--- src/rtl/ram_arb_pkg.sv ---
// Shared types and constants for the two-port RAM arbiter.
// Holds the FSM state encoding, requester IDs and the read-latency ceiling.
package ram_arb_pkg;

    typedef enum logic [1:0] {
        IDLE   = 2'd0,
        ACCESS = 2'd1,
        WAIT   = 2'd2,
        ACK    = 2'd3
    } arb_state_e;

    localparam logic REQ_CPU = 1'b0;
    localparam logic REQ_LDR = 1'b1;

    localparam int RD_LAT_MAX = 7;

endpackage

--- src/rtl/ram_arbiter.sv ---
// Round-robin arbiter sharing one byte-wide RAM between a CPU and a loader port.
// All outputs are registered; the grant pointer flips to the loser after each grant.
module ram_arbiter
    import ram_arb_pkg::*;
#(
    parameter int RD_LAT = 1,
    parameter int ADDR_W = 32
) (
    input  logic              clk,
    input  logic              rst,
    input  logic              cpu_req,
    input  logic              cpu_we,
    input  logic [ADDR_W-1:0] cpu_addr,
    input  logic [7:0]        cpu_wdata,
    output logic              cpu_ack,
    output logic [7:0]        cpu_rdata,
    input  logic              ldr_req,
    input  logic              ldr_we,
    input  logic [ADDR_W-1:0] ldr_addr,
    input  logic [7:0]        ldr_wdata,
    output logic              ldr_ack,
    output logic [7:0]        ldr_rdata,
    output logic              mem_RE_RAM,
    output logic              mem_WE_RAM,
    output logic [ADDR_W-1:0] Data_Dir_RAM,
    output logic [7:0]        Data_RAM,
    input  logic [7:0]        Data_in_RAM,
    output logic              busy
);

    // Out-of-range latencies are clamped so the 3-bit counter never wraps.
    localparam logic [2:0] LAT_C = 3'((RD_LAT > RD_LAT_MAX) ? RD_LAT_MAX :
                                      ((RD_LAT < 1) ? 1 : RD_LAT));

    arb_state_e        state_q, state_d;
    logic              ptr_q, ptr_d;
    logic              owner_q, owner_d;
    logic              we_q, we_d;
    logic [ADDR_W-1:0] addr_q, addr_d;
    logic [7:0]        wdata_q, wdata_d;
    logic [2:0]        cnt_q, cnt_d;
    logic              re_q, re_d;
    logic              wr_q, wr_d;
    logic              cpu_ack_q, cpu_ack_d;
    logic              ldr_ack_q, ldr_ack_d;
    logic [7:0]        cpu_rdata_q, cpu_rdata_d;
    logic [7:0]        ldr_rdata_q, ldr_rdata_d;
    logic              busy_q, busy_d;
    logic              win_s;

    // Next-state, grant selection and next values of every registered output.
    always_comb begin
        state_d     = state_q;
        ptr_d       = ptr_q;
        owner_d     = owner_q;
        we_d        = we_q;
        addr_d      = addr_q;
        wdata_d     = wdata_q;
        cnt_d       = cnt_q;
        re_d        = 1'b0;
        wr_d        = 1'b0;
        cpu_ack_d   = 1'b0;
        ldr_ack_d   = 1'b0;
        cpu_rdata_d = cpu_rdata_q;
        ldr_rdata_d = ldr_rdata_q;
        win_s       = REQ_CPU;

        case (state_q)
            IDLE: begin
                if (cpu_req && ldr_req) begin
                    win_s = ptr_q;
                end else if (ldr_req) begin
                    win_s = REQ_LDR;
                end else begin
                    win_s = REQ_CPU;
                end

                if (cpu_req || ldr_req) begin
                    owner_d = win_s;
                    ptr_d   = ~win_s;
                    if (win_s == REQ_LDR) begin
                        we_d    = ldr_we;
                        addr_d  = ldr_addr;
                        wdata_d = ldr_wdata;
                    end else begin
                        we_d    = cpu_we;
                        addr_d  = cpu_addr;
                        wdata_d = cpu_wdata;
                    end
                    wr_d    = we_d;
                    re_d    = ~we_d;
                    state_d = ACCESS;
                end else begin
                    state_d = IDLE;
                end
            end
            ACCESS: begin
                if (we_q) begin
                    state_d   = ACK;
                    cpu_ack_d = (owner_q == REQ_CPU);
                    ldr_ack_d = (owner_q == REQ_LDR);
                end else begin
                    state_d = WAIT;
                    cnt_d   = LAT_C;
                end
            end
            WAIT: begin
                if (cnt_q <= 3'd1) begin
                    state_d   = ACK;
                    cnt_d     = 3'd0;
                    cpu_ack_d = (owner_q == REQ_CPU);
                    ldr_ack_d = (owner_q == REQ_LDR);
                    if (owner_q == REQ_CPU) begin
                        cpu_rdata_d = Data_in_RAM;
                    end else begin
                        ldr_rdata_d = Data_in_RAM;
                    end
                end else begin
                    cnt_d = cnt_q - 3'd1;
                end
            end
            ACK: begin
                state_d = IDLE;
            end
            default: begin
                state_d = IDLE;
            end
        endcase

        busy_d = (state_d != IDLE);
    end

    // State and output registers; reset overrides everything.
    always_ff @(posedge clk) begin
        if (rst) begin
            state_q     <= IDLE;
            ptr_q       <= REQ_CPU;
            owner_q     <= REQ_CPU;
            we_q        <= 1'b0;
            addr_q      <= '0;
            wdata_q     <= 8'h00;
            cnt_q       <= 3'd0;
            re_q        <= 1'b0;
            wr_q        <= 1'b0;
            cpu_ack_q   <= 1'b0;
            ldr_ack_q   <= 1'b0;
            cpu_rdata_q <= 8'h00;
            ldr_rdata_q <= 8'h00;
            busy_q      <= 1'b0;
        end else begin
            state_q     <= state_d;
            ptr_q       <= ptr_d;
            owner_q     <= owner_d;
            we_q        <= we_d;
            addr_q      <= addr_d;
            wdata_q     <= wdata_d;
            cnt_q       <= cnt_d;
            re_q        <= re_d;
            wr_q        <= wr_d;
            cpu_ack_q   <= cpu_ack_d;
            ldr_ack_q   <= ldr_ack_d;
            cpu_rdata_q <= cpu_rdata_d;
            ldr_rdata_q <= ldr_rdata_d;
            busy_q      <= busy_d;
        end
    end

    assign mem_RE_RAM   = re_q;
    assign mem_WE_RAM   = wr_q;
    assign Data_Dir_RAM = addr_q;
    assign Data_RAM     = wdata_q;
    assign cpu_ack      = cpu_ack_q;
    assign ldr_ack      = ldr_ack_q;
    assign cpu_rdata    = cpu_rdata_q;
    assign ldr_rdata    = ldr_rdata_q;
    assign busy         = busy_q;

endmodule

--- config.mk ---
export PLATFORM = sky130hd
export DESIGN_NAME = ram_arbiter
export DESIGN_NICKNAME = d
export VERILOG_FILES = /design/src/rtl/ram_arb_pkg.sv /design/src/rtl/ram_arbiter.sv
export SDC_FILE = /design/constraint.sdc
export NUM_CORES = 1
export LEC_CHECK = 0
export CORE_ASPECT_RATIO = 1.2
export CORE_MARGIN = 2
export CORE_UTILIZATION = 39
export CTS_CLUSTER_DIAMETER = 120
export DETAILED_ROUTE_END_ITERATION = 8
export PLACE_DENSITY_LB_ADDON = 0.2
export SLEW_MARGIN = 5
export SYNTH_ARGS = -nofsm -noshare
export SYNTH_HDL_FRONTEND = slang
export SYNTH_SLANG_ARGS = --single-unit
--- constraint.sdc ---
create_clock -name clk -period 2.3 [get_ports clk]
set_input_delay 0.345 -clock clk [delete_from_list [all_inputs] [get_ports clk]]
set_output_delay 0.345 -clock clk [all_outputs]
set_load 0.005 [all_outputs]
==> results.py, run 1 <==
metrics = {
    "status": {
        "status": "completed",
    },
    "clock_tree": {
        "cts_tree": "built",
        "cts_setup_buffers": 0,
        "numCtsBuffers": 9,
        "path_clk_slew_ps": 80,
        "clock_latency_ps": 350,
        "cts_hold_buf": 0,
        "cts_resized": 0,
        "clock_tree.buffer_depth": 2,
        "htreeDepth": 3,
        "cts_root_buf": "clkbuf_8",
        "cts.sinks": 69,
    },
    "yosys": {
        "synth-main-ff-cell": "dfxtp_1",
        "netlist_instances": 274,
        "synth-seq-area-share_pct": 47.9,
        "synth-edff-count": 0,
        "synth.largest_area_cell": "dfxtp_1",
        "synth_area_leaders": "dfxtp_1 48%, a221o_1 14%, nor3b_1 11%, mux2i_1 3.1%, nand2_1 2.5%",
        "synthesis.nets": 373,
        "synth.distinct_cells": 36,
        "synth_top_area_share_pct": 47.9,
        "avgSynthCellArea_sq_um": 10.5,
        "ys.warnings.count": 0,
        "synth_area_sq_mm": 0.00289,
        "synthArstFlopShare_pct": 0,
        "synth-seq-cells": 69,
    },
    "power_and_ir_drop": {
        "clockPowerShare_pct": 27.5,
        "leakage_nw": 1.67,
        "p_int_mw": 3.17,
        "power.share.switching_pct": 28.9,
        "combPwrFrac_pct": 36.3,
        "powerDensity_mw_per_mm2": 959,
        "vdd_drop_max_uv": 611,
        "p_total_mw": 4.46,
        "switchingPower_mw": 1.29,
        "seqPwrFrac_pct": 36.2,
    },
    "global_routing": {
        "grt_pass1_wl_um": 12300,
        "grt_max_degree": 66,
        "grt_usage_pct": 19.8,
        "antenna_found_initial": 0,
        "grt_pass1_vias": 2671,
        "overflow": 0,
    },
    "sta": {
        "maxSlewHeadroom_pct": 52.1,
        "fmax_mhz": 537,
        "fin_setup_tns_ps": 0,
        "period_needed_ps": 1860,
        "setup-violations-final": 0,
        "rsz0062_at_grt": "false",
        "holdWs_ps": 332,
        "final.setup_skew_ps": 14.8,
        "drv_slew": 0,
        "fin_crit_sh_pct": 81.0,
        "worst_pin_slew_ps": 719,
        "hold_violations": 0,
    },
    "place": {
        "dpl-instance-area_sq_mm": 0.00440,
        "dp_cells": 494,
        "portBuffers": 154,
        "dp_hpwl_um": 5460,
        "place.gp.congestion": 0.792,
    },
    "run": {
        "max-cap-violations": 0,
    },
    "routing": {
        "routed_wirelength_um": 8020,
        "drt-initial-drc-count": 68,
        "drc": 0,
        "vias": 2694,
        "vias_per_cell": 5.28,
        "avgRoutedWirePerCell_um": 15.7,
        "dr.pass1.iters": 4,
        "route.antenna.remaining_nets": 0,
    },
    "floorplan": {
        "die_height_um": 98.2,
        "die_x_um": 82.5,
        "start_util_pct": 39.9,
        "die_area_sq_mm": 0.00811,
        "core_sq_mm": 0.00723,
        "rows": 34,
        "io_pins": 155,
    },
    "worst_setup_path": {
        "worst_setup_path_end_kind": "flop",
        "critPathArrivalTime_ps": 2060,
        "cp_slowest_cell": "and4bb_1",
        "critPathKind": "flop to flop",
        "cp_data_required_time_ps": 2500,
        "r2r_end": "ldr_rdata[6]$_SDFFE_PP0P_",
        "crit_path_max_fanout": 11,
        "crit_chain": "inv_1, ha_1, and4bb_1, mux2i_1, nor2_1",
        "r2r_slack_ps": 440,
        "cp-start-kind": "flop",
        "r2r_cells": 5,
        "r2r-start": "state_q[0]$_SDFF_PP0_",
        "max_stage_delay_ps": 580,
    },
    "cells_and_area": {
        "multi_input_area_sq_mm": 0.00131,
        "antenna_cells": 0,
        "finalNonFillerCells": 510,
        "finalNetCount": 514,
        "design_area_sq_mm": 0.00465,
        "n_fill_cell": 615,
        "area_delta_synth_final_pct": 61.0,
        "final_cell_mix": "153 x clkdlybuf4s50_1, 69 x dfxtp_1, 41 x nor3b_1",
        "final-seq-area_sq_mm": 0.00138,
        "drive_gt1_share_pct": 5.71,
        "layout_commonest_cell": "clkdlybuf4s50_1",
    },
    "worst_hold_path": {
        "hold_depth": 4,
        "min_path_type": "input port to flop",
        "min_to": "mem_WE_RAM$_SDFF_PP0_",
        "hp-start": "rst",
    },
}
## power groups by stage
stage / Combinational (mW) / Sequential, mW / Clock (mW)
3_5_place_dp: 1.62 / 1.64 / 0
3_3_place_gp: 1.59 / 1.63 / 0
2_1_floorplan: 0.818 / 1.64 / 0
5_1_grt: 1.76 / 1.65 / 1.29
6_report: 1.62 / 1.61 / 1.22
4_1_cts: 1.63 / 1.62 / 1.25
## critical path, delay by kind of cell, from the launching register on
kind	cells	cell delay, ps
multiplexers	1	240
adder cells (fa/ha/maj)	1	400
AND/OR/NAND/NOR	2	630
buffers and inverters	1	110
flip-flops	1	330
## synth_stat cells, types with 2 or more instances
| cell | number |
|---|---|
| a21oi_1 | 12 |
| a221o_1 | 40 |
| a311oi_1 | 5 |
| and3b_1 | 2 |
| buf_1 | 5 |
| buf_2 | 12 |
| buf_4 | 4 |
| buf_6 | 6 |
| dfxtp_1 | 69 |
| ha_1 | 5 |
| inv_1 | 4 |
| mux2i_1 | 9 |
| nand2_1 | 19 |
| nor2_1 | 15 |
| nor2b_1 | 4 |
| nor3b_1 | 41 |
| o21ai_0 | 3 |
## per-stage QoR
stage	util [%]	setup WS, ps
global route	64.3	255
detailed placement	60.8	387
finish	64.3	437
floorplan	-	643
CTS	64.3	416
global placement	60.8	416
## cells by family after synthesis
group,count (synthesis),synth area share [%]
adder cells (fa/ha/maj),5,2.17
multiplexers,9,3.12
flip-flops,69,47.9
AO/OA/AOI/OAI,66,19.7
buffers and inverters,32,6.76
AND/OR/NAND/NOR,93,20.4
## how the worst max path moves through the flow
stage	depth (start not counted)	slack (ps)	start	to
floorplan	7	640	state_q[0]$_SDFF_PP0_	Data_Dir_RAM[0]$_SDFFE_PP0P_
global placement	6	420	ldr_req	Data_Dir_RAM[24]$_SDFFE_PP0P_
detailed placement	4	390	cpu_req	Data_Dir_RAM[3]$_SDFFE_PP0P_
CTS	5	420	state_q[0]$_SDFF_PP0_	ldr_rdata[3]$_SDFFE_PP0P_
global route	5	260	state_q[0]$_SDFF_PP0_	ldr_rdata[5]$_SDFFE_PP0P_
finish	5	440	state_q[0]$_SDFF_PP0_	ldr_rdata[6]$_SDFFE_PP0P_
## flip-flops by register name, summed over array words and instances, names as in the netlist
signal and flops:
state_q 2, ldr_ack 1, we_q 1, ptr_q 1, cpu_ack 1, busy 1, Data_Dir_RAM 32, Data_RAM 8
ldr_rdata 8, mem_RE_RAM 1, owner_q 1, mem_WE_RAM 1, cpu_rdata 8, cnt_q 3
## routing by layer
layer / wire length [um] / track usage, %
met3: 703 / 7.95
met5: 0 / 0
met1: 3320 / 22.9
met4: 160 / 8.32
met2: 3840 / 31.9
## final cells by class
type	count	share of cell area, %
Timing Repair Buffer	158	34.0
Sequential cell	69	29.7
Multi-Input combinational cell	173	28.2
Clock buffer	11	3.04
Tap cell	90	2.42
Clock inverter	5	2.32
Inverter	4	0.323
(Power assumes the default switching activity.)
==> inputs of run 2 (changes only) <==
--- a/config.mk
+++ b/config.mk
@@ -7,7 +7,7 @@
 export LEC_CHECK = 0
 export CORE_ASPECT_RATIO = 1.2
 export CORE_MARGIN = 2
-export CORE_UTILIZATION = 39
+export CORE_UTILIZATION = 35
 export CTS_CLUSTER_DIAMETER = 120
 export DETAILED_ROUTE_END_ITERATION = 8
 export PLACE_DENSITY_LB_ADDON = 0.2
==> constraint.sdc (replaced) <==
create_clock -name clk -period 1.65 [get_ports clk]
set_input_delay 0.2475 -clock clk [delete_from_list [all_inputs] [get_ports clk]]
set_output_delay 0.2475 -clock clk [all_outputs]
set_load 0.005 [all_outputs]
==> run 2 against run 1 <==
- critical endpoint is now Data_Dir_RAM[22]$_SDFFE_PP0P_
- final cell count up 4.1%
- core utilization is 4.4 points lower
- combinational power increased by 61%
- critical path depth is 1 higher
- sequential cell count did not move
- largest power group unchanged
- sequential power increased by 40%
- worst hold slack worse by 15 ps
- via count up 2.9%
- final area grew 3.8%
==> results.py, run 2 (synthesis gave the netlist of run 1 again) <==
metrics = {
    "cells_and_area": {
        "drive_gt1_share_pct": 11.2,
        "design_area_sq_mm": 0.00482,
        "area_delta_synth_final_pct": 67.1,
        "largest_reg_flops": 32,
        "final_cell_mix": "153 x clkdlybuf4s50_1, 67 x dfxtp_1, 41 x nor3b_1",
        "antenna_cells": 0,
        "finalNonFillerCells": 531,
        "layout_commonest_cell": "clkdlybuf4s50_1",
        "finalNetCount": 530,
    },
    "global_routing": {
        "grt_pass1_wl_um": 13200,
        "gr-usage-met3_pct": 7.78,
        "grtUsageMet2_pct": 31.8,
        "use_met1_pct": 21.6,
        "antenna_found_initial": 0,
        "grt_max_degree": 41,
        "grt_pass1_vias": 2703,
        "busiest_layer": "met2",
        "grt_usage_pct": 18.9,
        "overflow": 0,
    },
    "sta": {
        "maxSlewHeadroom_pct": 73.7,
        "setup_ws_ps": 46.6,
        "setup-violations-final": 0,
        "hold_violations": 0,
        "rsz0062_at_grt": "false",
        "fin_setup_tns_ps": 0,
        "drv_slew": 0,
        "final.setup_skew_ps": 9.25,
        "fin_crit_sh_pct": 97.2,
        "fmax_mhz": 624,
        "period_needed_ps": 1600,
        "worst_pin_slew_ps": 394,
    },
    "routing": {
        "vias": 2773,
        "routed_wirelength_um": 8800,
        "drt-initial-drc-count": 94,
        "vias_per_cell": 5.22,
        "dr.pass1.iters": 4,
        "avgRoutedWirePerCell_um": 16.6,
        "route.antenna.remaining_nets": 0,
        "drc": 0,
    },
    "clock_tree": {
        "cts_tree": "built",
        "clock_latency_ps": 340,
        "cts.sinks": 69,
        "path_clk_slew_ps": 80,
        "cts_root_buf": "clkbuf_8",
        "cts_hold_buf": 0,
        "numCtsBuffers": 9,
        "clock_tree.buffer_depth": 2,
        "htreeDepth": 3,
    },
    "place": {
        "dp_hpwl_um": 5780,
        "dp_cells": 510,
        "dpl-instance-area_sq_mm": 0.00450,
        "portBuffers": 154,
        "place.gp.congestion": 0.741,
        "post-place-ws_ps": -84.8,
    },
    "floorplan": {
        "die_area_sq_mm": 0.00899,
        "die_x_um": 86.9,
        "core_sq_mm": 0.00806,
        "die_height_um": 103,
        "rows": 36,
        "start_util_pct": 35.8,
        "io_pins": 155,
    },
    "worst_setup_path": {
        "r2r_slack_ps": 50,
        "r2r_end": "Data_Dir_RAM[22]$_SDFFE_PP0P_",
        "cp-start-kind": "flop",
        "r2r_cells": 6,
        "critPathArrivalTime_ps": 1830,
        "crit_path_max_fanout": 20,
        "r2r-start": "state_q[1]$_SDFF_PP0_",
        "crit_start": "state_q[1]$_SDFF_PP0_",
        "critPathKind": "flop to flop",
        "cp_data_required_time_ps": 1880,
        "worst_setup_path_end_kind": "flop",
    },
    "worst_hold_path": {
        "hold_depth": 4,
        "min_path_type": "input port to flop",
        "min_to": "mem_WE_RAM$_SDFF_PP0_",
        "hp-start": "rst",
    },
    "power_and_ir_drop": {
        "leakage_nw": 1.75,
        "vdd_drop_max_uv": 619,
        "powerDensity_mw_per_mm2": 1330,
    },
    "status": {
        "status": "completed",
    },
    "run": {
        "max-cap-violations": 0,
    },
}
## run 2: repair_timing
action | 4_1_cts | 5_1_grt
gates resized for setup | 8 | 4
setup endpoints to repair | 44 | 49
pin swaps | 2 | 1
cloned | 2 | 1
setup buffers | 2 | 0
hold endpoints to repair | 0 | 0
## run 2: worst max-delay path by stage
stage / end / slack, ps
6_report: Data_Dir_RAM[22]$_SDFFE_PP0P_ / 50
5_1_grt: Data_Dir_RAM[8]$_SDFFE_PP0P_ / 4
4_1_cts: Data_Dir_RAM[10]$_SDFFE_PP0P_ / 4
3_5_place_dp: Data_RAM[1]$_SDFFE_PP0P_ / -80
3_3_place_gp: Data_Dir_RAM[29]$_SDFFE_PP0P_ / -40
2_1_floorplan: Data_Dir_RAM[0]$_SDFFE_PP0P_ / 40
## run 2: area by class of cell
| cell class | instances | area, sq um |
|---|---|---|
| Multi-Input combinational cell | 174 | 1340 |
| Timing Repair Buffer | 173 | 1740 |
| Fill cell | 685 | 3240 |
| Clock buffer | 9 | 124 |
| Inverter | 4 | 15.0 |
| Tap cell | 95 | 119 |
| Sequential cell | 69 | 1380 |
| Clock inverter | 7 | 97.6 |
## run 2: routing by layer
layer / wire length [um] / vias up
met3: 781 / 7
met1: 3630 / 1306
met5: 0 / -
li1: - / 1348
met2: 4310 / 112
met4: 74 / 0
## run 2: metrics by stage
step | utilization, % | power [mW] | hold WS (ps)
4_1_cts | 59.4 | 6.36 | 296
6_report | 59.8 | 6.42 | 317
3_5_place_dp | 55.8 | 4.67 | 446
2_1_floorplan | - | 3.43 | 383
5_1_grt | 59.8 | 6.77 | 345
3_3_place_gp | 55.8 | 4.62 | 443
## run 2: power breakdown
group          switching (mW)  internal (mW)  total (mW)
sequential              0.200           2.06        2.26
clock                   0.693          0.859        1.55
combinational            1.04           1.57        2.61
## run 2: worst max-delay path: stages, from the launching register on
cell and delay (ps):
dfxtp_2 330, inv_1 70, ha_2 200, nor2b_4 150
and3_4 210, buf_12 160, a221o_1 350
